[config.mk]
export PLATFORM = sky130hd
export DESIGN_NAME = mod_data_mem_bridge_flat
export DESIGN_NICKNAME = d
export VERILOG_FILES = /design/src/rtl/mips_mem_pkg.sv /design/src/rtl/mod_data_mem_bridge_if.sv /design/src/rtl/mod_mem_timeout_counter.sv /design/src/rtl/mod_data_mem_bridge.sv /design/src/flat_wrapper.sv
export SDC_FILE = /design/constraint.sdc
export NUM_CORES = 1
export LEC_CHECK = 0
export ABC_AREA = 1
export BUFFER_PORTS_ARGS = -buffer_cell sky130_fd_sc_hd__buf_4
export CAP_MARGIN = 5
export CORE_MARGIN = 2
export CORE_UTILIZATION = 50
export CTS_CLUSTER_DIAMETER = 200
export CTS_CLUSTER_SIZE = 25
export DETAILED_ROUTE_END_ITERATION = 12
export PLACE_DENSITY_LB_ADDON = 0.15
export SLEW_MARGIN = 25
export SYNTH_ARGS = -nofsm -noshare
export SYNTH_HDL_FRONTEND = slang
export SYNTH_SLANG_ARGS = --single-unit
export TNS_END_PERCENT = 10
[constraint.sdc]
create_clock -name clk -period 3 [get_ports clk]
set_input_delay 0.6 -clock clk [delete_from_list [all_inputs] [get_ports clk]]
set_output_delay 0.6 -clock clk [all_outputs]
set_load 0.005 [all_outputs]
[src/rtl/mips_mem_pkg.sv]
// mips_mem_pkg: bridge FSM state encoding and the word-alignment mask.
package mips_mem_pkg;
    typedef enum logic [1:0] {IDLE = 2'd0, BUSY = 2'd1, DONE = 2'd2} state_t;
    localparam logic [31:0] WORD_ALIGN_MASK = 32'h0000_0003;
    function automatic logic word_aligned(input logic [31:0] addr);
        return (addr & WORD_ALIGN_MASK) == 32'd0;
    endfunction
endpackage

[src/rtl/mod_data_mem_bridge_if.sv]
// mod_data_mem_bridge_if: external memory bus between the bridge (master) and memory (slave).
interface mod_data_mem_bridge_if;
    logic        bus_req;
    logic        bus_we;
    logic [31:0] bus_addr;
    logic [31:0] bus_wdata;
    logic [31:0] bus_rdata;
    logic        bus_ack;
    logic        bus_err;
    modport master (output bus_req, bus_we, bus_addr, bus_wdata, bus_err, input bus_rdata, bus_ack);
    modport slave (input bus_req, bus_we, bus_addr, bus_wdata, bus_err, output bus_rdata, bus_ack);
endinterface

[src/rtl/mod_mem_timeout_counter.sv]
// mod_mem_timeout_counter: counts enabled cycles; expired flags the LIMIT-th one.
module mod_mem_timeout_counter #(
    parameter int unsigned LIMIT = 255
) (
    input  logic clk,
    input  logic reset,
    input  logic clear,
    input  logic enable,
    output logic expired
);
    logic [15:0] count;
    assign expired = enable && (count == 16'(LIMIT - 1));
    always_ff @(posedge clk) begin
        if (reset || clear) count <= 16'd0;
        else if (enable && !expired) count <= count + 16'd1;
    end
endmodule

[src/rtl/mod_data_mem_bridge.sv]
// mod_data_mem_bridge: processor load/store to single-outstanding external bus bridge.
// Optional BUSY timeout abort enabled by defining DATA_MEM_TIMEOUT_EN.
module mod_data_mem_bridge
    import mips_mem_pkg::*;
#(
    parameter int unsigned TIMEOUT_CYCLES = 255
) (
    input  logic        clk,
    input  logic        reset,
    input  logic [31:0] data_address,
    input  logic        mem_read,
    input  logic        mem_write,
    input  logic [31:0] store_data,
    output logic [31:0] load_data,
    output logic        stall,
    output logic        align_err,
    mod_data_mem_bridge_if.master bus
);
    if (TIMEOUT_CYCLES < 1 || TIMEOUT_CYCLES > 65535) begin : g_bad_timeout
        $error("TIMEOUT_CYCLES must be in 1..65535");
    end
    state_t state, state_next;
    logic   req, aligned, timeout;
    assign req     = mem_read | mem_write;
    assign aligned = word_aligned(data_address);
`ifdef DATA_MEM_TIMEOUT_EN
    logic err_q;
    mod_mem_timeout_counter #(.LIMIT(TIMEOUT_CYCLES)) u_timeout (
        .clk     (clk),
        .reset   (reset),
        .clear   (state != BUSY),
        .enable  (state == BUSY),
        .expired (timeout)
    );
    // Ack in the expiring cycle wins over the abort.
    always_ff @(posedge clk) begin
        if (reset) err_q <= 1'b0;
        else err_q <= (state == BUSY) && timeout && !bus.bus_ack;
    end
    assign bus.bus_err = err_q;
`else
    assign timeout     = 1'b0;
    assign bus.bus_err = 1'b0;
`endif
    always_comb begin
        state_next = state;
        stall      = 1'b0;
        case (state)
            IDLE: begin
                stall      = req && aligned;
                state_next = (req && aligned) ? BUSY : IDLE;
            end
            BUSY: begin
                stall      = 1'b1;
                state_next = (bus.bus_ack || timeout) ? DONE : BUSY;
            end
            default: state_next = IDLE;
        endcase
        if (reset) stall = 1'b0;
    end
    always_ff @(posedge clk) begin
        if (reset) begin
            state         <= IDLE;
            align_err     <= 1'b0;
            load_data     <= 32'd0;
            bus.bus_req   <= 1'b0;
            bus.bus_we    <= 1'b0;
            bus.bus_addr  <= 32'd0;
            bus.bus_wdata <= 32'd0;
        end else begin
            state     <= state_next;
            align_err <= (state == IDLE) && req && !aligned;
            if (state == IDLE && req && aligned) begin
                bus.bus_req   <= 1'b1;
                bus.bus_we    <= mem_write;
                bus.bus_addr  <= data_address & ~WORD_ALIGN_MASK;
                bus.bus_wdata <= store_data;
            end else if (state == BUSY && bus.bus_ack) begin
                bus.bus_req <= 1'b0;
                if (!bus.bus_we) load_data <= bus.bus_rdata;
            end else if (state == BUSY && timeout) begin
                bus.bus_req <= 1'b0;
                load_data   <= 32'd0;
            end
        end
    end
endmodule

[src/flat_wrapper.sv]
// flat-port wrapper written by rule: the top's interface ports become plain ports
module mod_data_mem_bridge_flat import mips_mem_pkg::*;
#(
    parameter int unsigned TIMEOUT_CYCLES = 255
)
  (clk, reset, data_address, mem_read, mem_write, store_data, load_data, stall, align_err, bus_bus_req, bus_bus_we, bus_bus_addr, bus_bus_wdata, bus_bus_err, bus_bus_rdata, bus_bus_ack);
  mod_data_mem_bridge_if bus_i ();
  input  logic clk;
  input  logic reset;
  input  logic [31:0] data_address;
  input  logic mem_read;
  input  logic mem_write;
  input  logic [31:0] store_data;
  output logic [31:0] load_data;
  output logic stall;
  output logic align_err;
  output wire logic [$bits(bus_i.bus_req)-1:0] bus_bus_req;
  output wire logic [$bits(bus_i.bus_we)-1:0] bus_bus_we;
  output wire logic [$bits(bus_i.bus_addr)-1:0] bus_bus_addr;
  output wire logic [$bits(bus_i.bus_wdata)-1:0] bus_bus_wdata;
  output wire logic [$bits(bus_i.bus_err)-1:0] bus_bus_err;
  input wire logic [$bits(bus_i.bus_rdata)-1:0] bus_bus_rdata;
  input wire logic [$bits(bus_i.bus_ack)-1:0] bus_bus_ack;
  assign bus_bus_req = bus_i.bus_req;
  assign bus_bus_we = bus_i.bus_we;
  assign bus_bus_addr = bus_i.bus_addr;
  assign bus_bus_wdata = bus_i.bus_wdata;
  assign bus_bus_err = bus_i.bus_err;
  assign bus_i.bus_rdata = bus_bus_rdata;
  assign bus_i.bus_ack = bus_bus_ack;
  mod_data_mem_bridge #(.TIMEOUT_CYCLES(TIMEOUT_CYCLES)) u_core (.clk(clk), .reset(reset), .data_address(data_address), .mem_read(mem_read), .mem_write(mem_write), .store_data(store_data), .load_data(load_data), .stall(stall), .align_err(align_err), .bus(bus_i));
endmodule
==> summary.md, run 1 <==
| Metric | Value |
|---|---|
| CTS Hold Bufs | `0` |
| Final #Nets | `908` |
| Post-CTS setup buffer count | `0` |
| Num rows | `33` |
| FFs w/ async S/R, synth | `0` |
| CP max FO | `2` |
| Status | `finished clean` |
| Cell leakage power | `3.354 nW` |
| Post-DRT Antenna Nets | `0` |
| Clk_lat worst skew | `0.36 ns` |
| Finished Layout Cells | `917` |
| Fin crit share | `0.6403` |
| Final setup vio count | `0` |
| Chip width | `95.38 um` |
| Post-place instance area | `5623 um^2` |
| Hold Slack | `0.4520 ns` |
| Placed cell count | `901` |
| Routability Congestion | `0.7969` |
| Max VDD drop | `302.4 uV` |
| Final slew viol count | `0` |
| Buffers and inverters on the worst path | `2` |
| Pre-CTS setup slack | `1.070 ns` |
| Core area | `8175 um^2` |
| Setup_tns | `0 ns` |
| Final WS setup | `1.079 ns` |
| Post-route cell area | `5846 um^2` |
| RSZ-0062 raised after global routing | `false` |
| Relative slew slack | `0.4335` |
| Min Clock Period, post-route | `1.921 ns` |
| Final Hold Viols | `0` |
| Pwr dens | `485.8 nW/um^2` |
| Initial antenna violation count | `0` |
| R2R depth | `4` |
| CP Cell Sequence | `buf_4 -> nor2_1 -> nand3_4 -> a21oi_1 -> buf_4` |
| Slowest stage delay, CP | `0.21 ns` |
| Worst slew pin tran | `0.8481 ns` |
| CTS Sinks | `99` |
| # diodes | `0` |
| Total power | `2.840 mW` |
| Maximum clock insertion buffer count | `2` |
| Final core occ | `0.7150` |
| Post-CTS sizing | `0` |
| Yosys top cell by area | `dfxtp_1` |
| Post-DR wirelength/cell | `10.81 um` |
| HP Start | `bus_bus_rdata[12]` |
| Fmax | `520.6 MHz` |
| Total number of vias | `3956` |
| Synth warnings | `0` |
| Critical path class | `input port to output port` |
| Vias in the first global route | `3514` |
| Hpwl dp | `7005 um` |
| I/O pins | `202` |
| CP Depth | `5` |
| GRT Total Usage | `0.2114` |
| Largest net degree at the start of global routing | `129` |
| Detailed Route Iter0 Violations | `138` |
| Fraction of layout cells with a size suffix above 1 | `0.3091` |
| Critical path's top delay family | `simple AND/OR/NAND/NOR gates` |
| Arrival @ worst endpoint | `1.32 ns` |
| Avg Cell Area, Syn | `6.659 um^2` |
| CTS Root Cell | `clkbuf_8` |
| Router iterations before antenna repair | `4` |
| Drt drc | `0` |
| Synth Register Bits | `99` |
| Most used cell, CP | `buf_4` |
| Crit end category | `output port` |
| Count of different cell masters after synthesis | `18` |
| Htree depth | `3` |
| Hold depth | `3` |
| WL final | `9912 um` |
| Share of the synthesized area in the top cell type | `0.4747` |
| Most common flop cell mapped by yosys | `dfxtp_1` |
| R2r startpoint | `u_core.state[1]$_SDFF_PP0_` |
| Synth-to-Final Area Change | `40.01%` |
| CP max stage cell | `nor2_1` |
| Mapped cell area | `4175 um^2` |
| Max_cap viols | `0` |
| Dominant cells by area after synthesis | `dfxtp_1 (47%), nor2_1 (17%), nand2_1 (15%)` |
| Buffers added on ports | `198` |
| Vias per std cell | `4.314` |
| TritonCTS Buffers | `9` |
| Die area | `9097 um^2` |
| Initial Utilization | `0.5107` |
| Hold crit path type | `input port to register` |
| Post-synthesis sequential area ratio | `0.4747` |
| Crit. Startpoint | `data_address[1]` |
| EDFF count, synth | `0` |
| Worst path required time | `2.40 ns` |
| Global-route wire length before repair | `15240 um` |
| Fillers | `722` |
| CTS tree | `yes` |
| Type of origin of the critical path | `input port` |
| GRT overflow | `0` |
| Clock-pin slew on the worst setup and hold paths | `0.10 ns` |
| Die H | `95.38 um` |
| Post-Route Skew | `0.01845 ns` |
| Synthesized instance count | `627` |
==> cells in the mapped netlist, types with 3 or more instances <==
cell type	n
nor2_1	192
a21oi_1	3
inv_1	98
nand2_2	30
buf_2	21
buf_4	5
buf_6	6
nand2_1	164
dfxtp_1	99
==> report_power, final <==
part | switching (mW) | internal (mW) | leakage [nW]
Combinational | 0.218 | 0.251 | 2.43
Clock | 0.462 | 0.476 | 0.110
Sequential | 0.0410 | 1.39 | 0.810
Total | 0.721 | 2.12 | 3.35
==> layout by cell type, fill, tap and decap left out, types with 2 or more instances in the layout <==
cell	Yosys	routed
a21oi_1	3	3
buf_12	0	2
buf_4	5	198
bufinv_16	0	2
clkbuf_8	0	9
conb_1	1	3
dfxtp_1	99	99
inv_1	98	98
inv_6	0	2
nand2_1	164	164
nand2_2	30	30
nor2_1	192	192
==> worst min-delay path: stages <==
cell    delay (ns)
buf_4         0.08
nor2_1        0.03
nor2_1        0.08
==> kinds of logic after synthesis <==
kind of cell           Yosys count  share of synthesized area
AND/OR/NAND/NOR                392                     0.3779
buffers and inverters          132                     0.1429
flip-flops                      99                     0.4747
AO/OA/AOI/OAI                    3                   0.003595
other                            1                  0.0008981
==> layer usage <==
metal | up-vias | part of all wire | GRT usage | wire length (um)
met5 | - | 0 | 0 | 0
met4 | 0 | 0.024 | 0.09524 | 240
met3 | 20 | 0.083 | 0.06008 | 821
met2 | 122 | 0.48 | 0.3586 | 4798
met1 | 1693 | 0.41 | 0.2479 | 4052
li1 | 2121 | - | - | -
==> layout make-up <==
cell class	count	area [um^2]	share of cell area
flip-flops and latches	99	1982	0.3390
inverters	99	371.6	0.06357
clock buffers	9	123.9	0.02119
clock inverters	7	98.84	0.01691
multi-input cells	398	1612	0.2757
well taps	105	131.4	0.02247
repair buffers	200	1526	0.2611
==> registers in the layout, indices dropped and copies added (netlist names) <==
register	cells
u_core.align_err	1
u_core.bus.bus_addr	30
u_core.bus.bus_req	1
u_core.bus.bus_wdata	32
u_core.bus.bus_we	1
u_core.load_data	32
u_core.state	2
==> final timing paths <==
path,slack [ns],endpoint
hold / removal,0.45,u_core.load_data[12]$_SDFFE_PP0P_
setup reg to reg,1.37,u_core.load_data[4]$_SDFFE_PP0P_
setup / recovery,1.08,stall
hold reg to reg,0.48,u_core.bus.bus_req$_SDFFE_PP0P_
Note: power is estimated with default switching activity, not from simulation.
==> run 2: changes to the inputs <==
--- a/config.mk
+++ b/config.mk
@@ -9,7 +9,7 @@
 export BUFFER_PORTS_ARGS = -buffer_cell sky130_fd_sc_hd__buf_4
 export CAP_MARGIN = 5
 export CORE_MARGIN = 2
-export CORE_UTILIZATION = 50
+export CORE_UTILIZATION = 42
 export CTS_CLUSTER_DIAMETER = 200
 export CTS_CLUSTER_SIZE = 25
 export DETAILED_ROUTE_END_ITERATION = 12
==> constraint.sdc (replaced) <==
create_clock -name clk -period 1.6 [get_ports clk]
set_input_delay 0.32 -clock clk [delete_from_list [all_inputs] [get_ports clk]]
set_output_delay 0.32 -clock clk [all_outputs]
set_load 0.005 [all_outputs]
==> run 2 against run 1 <==
Net effect:
- non-clock buffer count is 7 higher
- critical path type is now register to output port
- via count increased by 0.23%
- routed wire length grew 2.9%
- first-iteration DRC count decreased by 10%
- combinational power up 91%
- critical endpoint unchanged
- largest power group unchanged
- sequential power rose by 87%
- design area rose by 1.5%
==> summary.md, run 2 (synthesized netlist as in run 1, its figures left out) <==
| Metric | Value |
|---|---|
| CP max FO | `4 (was 2)` |
| CTS Root Cell | `clkbuf_8 (unchanged)` |
| Final #Nets | `915 (was 908)` |
| Buffers added on ports | `198 (unchanged)` |
| CTS Hold Bufs | `0 (unchanged)` |
| Min Clock Period, post-route | `1.525 ns` |
| WL final | `10200 um (was 9912 um)` |
| Vias in the first global route | `3664 (was 3514)` |
| RSZ-0062 raised after global routing | `false (unchanged)` |
| I/O pins | `202 (unchanged)` |
| Hold depth | `2 (was 3)` |
| Final core occ | `0.6100 (was 0.7150)` |
| Critical path class | `register to output port (was input port to output port)` |
| Final slew viol count | `0 (unchanged)` |
| CTS Sinks | `99 (unchanged)` |
| Detailed Route Iter0 Violations | `124 (was 138)` |
| Router iterations before antenna repair | `4 (unchanged)` |
| Hold crit path type | `input port to register (unchanged)` |
| Die H | `103.7 um (was 95.38 um)` |
| Post-DRT Antenna Nets | `0 (unchanged)` |
| Final Hold Viols | `0 (unchanged)` |
| GRT Total Usage | `0.1930 (was 0.2114)` |
| Post-Route Skew | `0.004442 ns (was 0.01845 ns)` |
| Global-route wire length before repair | `16770 um (was 15240 um)` |
| Vias per std cell | `4.165 (was 4.314)` |
| Initial antenna violation count | `0 (unchanged)` |
| Worst setup path endpoint | `stall (unchanged)` |
| R2R depth | `6 (was 4)` |
| Arrival @ worst endpoint | `1.21 ns (was 1.32 ns)` |
| # diodes | `0 (unchanged)` |
| Cell leakage power | `3.388 nW (was 3.354 nW)` |
| Total number of vias | `3965 (was 3956)` |
| Crit end category | `output port (unchanged)` |
| Core area | `9729 um^2 (was 8175 um^2)` |
| GRT overflow | `0 (unchanged)` |
| CTS tree | `yes (unchanged)` |
| Clock-pin slew on the worst setup and hold paths | `0.09 ns (was 0.10 ns)` |
| RR Endpoint | `u_core.load_data[23]$_SDFFE_PP0P_ (was u_core.load_data[4]$_SDFFE_PP0P_)` |
| Chip width | `103.7 um (was 95.38 um)` |
| Max VDD drop | `666.4 uV (was 302.4 uV)` |
| R2r startpoint | `u_core.state[0]$_SDFF_PP0_ (was u_core.state[1]$_SDFF_PP0_)` |
| Clk_lat worst skew | `0.37 ns (was 0.36 ns)` |
| Final setup vio count | `0 (unchanged)` |
| Maximum clock insertion buffer count | `2 (unchanged)` |
| Fmax | `655.6 MHz` |
| Max_cap viols | `0 (unchanged)` |
| Post-DR wirelength/cell | `10.72 um (was 10.81 um)` |
| Commonest non-fill, non-tap cells in the layout | `buf_4 (202), nor2_1 (192), nand2_1 (164) (was buf_4 (198), nor2_1 (192), nand2_1 (164))` |
| Status | `finished clean (unchanged)` |
| Routability Congestion | `0.7338 (was 0.7969)` |
| Type of origin of the critical path | `register (was input port)` |
| Hpwl dp | `7226 um (was 7005 um)` |
| Most common cell after layout, fill and taps aside | `buf_4 (unchanged)` |
| Total power | `5.062 mW (was 2.840 mW)` |
| Fin crit share | `0.9534` |
| Crit. Startpoint | `u_core.state[0]$_SDFF_PP0_ (was data_address[1])` |
| Synth-to-Final Area Change | `42.13% (was 40.01%)` |
| Largest net degree at the start of global routing | `81 (was 129)` |
| Setup_tns | `0 ns (unchanged)` |
| Fraction of layout cells with a size suffix above 1 | `0.3162 (was 0.3091)` |
| Num rows | `36 (was 33)` |
| Top Registers | `u_core.bus.bus_wdata x32, u_core.load_data x32, u_core.bus.bus_addr x30 (unchanged)` |
| Initial Utilization | `0.4291 (was 0.5107)` |
| Drt drc | `0 (unchanged)` |
| TritonCTS Buffers | `9 (unchanged)` |
| Die area | `10750 um^2 (was 9097 um^2)` |
| Worst path required time | `1.28 ns (was 2.40 ns)` |
| Htree depth | `3 (unchanged)` |
| Pwr dens | `853.0 nW/um^2 (was 485.8 nW/um^2)` |
| FF-to-FF setup slack | `0.27 ns (was 1.37 ns)` |
[run 2: critical path, cell delays in order (launching register included)]
cell     delay, ns
dfxtp_4       0.37
nor2_4        0.11
nand3_4       0.08
a21oi_2       0.14
buf_4         0.12
[run 2: cell type report]
type / instances / area (um^2)
clock buffer: 14 / 162.7
sequential: 99 / 1987
tap: 133 / 166.4
timing repair buffer: 207 / 1617
multi-input combinational: 398 / 1620
clock inverter: 2 / 10.01
inverter: 99 / 371.6
fill: 935 / 3795
[run 2: repair_timing]
item                                   4_1_cts  5_1_grt
gates resized for setup                      4        2
pin swaps                                    3        2
setup buffers                                2        1
endpoints found under the hold margin        0        0
setup endpoints to repair                    1        1
gates cloned                                 0        0
[run 2: layer usage]
| layer | global-route usage | vias up | part of all wire |
|---|---|---|---|
| li1 | - | 2138 | - |
| met1 | 0.2053 | 1701 | 0.40 |
| met2 | 0.3477 | 114 | 0.51 |
| met3 | 0.08118 | 12 | 0.076 |
| met4 | 0.05792 | 0 | 0.013 |
| met5 | 0 | - | 0 |
[run 2: worst min-delay path by stage]
stage                                                from                              end  slack, ns
after CTS                                           reset       u_core.state[0]$_SDFF_PP0_       0.11
after global placement    u_core.bus.bus_req$_SDFFE_PP0P_  u_core.bus.bus_req$_SDFFE_PP0P_       0.46
after global routing                                reset       u_core.state[0]$_SDFF_PP0_       0.13
after floorplan                                     reset  u_core.bus.bus_req$_SDFFE_PP0P_       0.39
after detailed placement  u_core.bus.bus_req$_SDFFE_PP0P_  u_core.bus.bus_req$_SDFFE_PP0P_       0.47
final                                               reset       u_core.state[0]$_SDFF_PP0_       0.14
[run 2: report_power, final]
group	switching, mW	internal (mW)
registers	0.0753	2.61
clock network	0.832	0.649
logic	0.411	0.487
[run 2: stage by stage]
stage | cells | setup slack [ns] | hold slack, ns | area [um^2]
detailed placement | 933 | 0.1961 | 0.4652 | 5725
global placement | 933 | 0.2371 | 0.4551 | 5725
CTS | 951 | 0.01018 | 0.1137 | 5926
floorplan | 629 | 0.2530 | 0.3891 | 4183
global route | 952 | 0.01215 | 0.1265 | 5934
finish | 952 | 0.07463 | 0.1421 | 5934
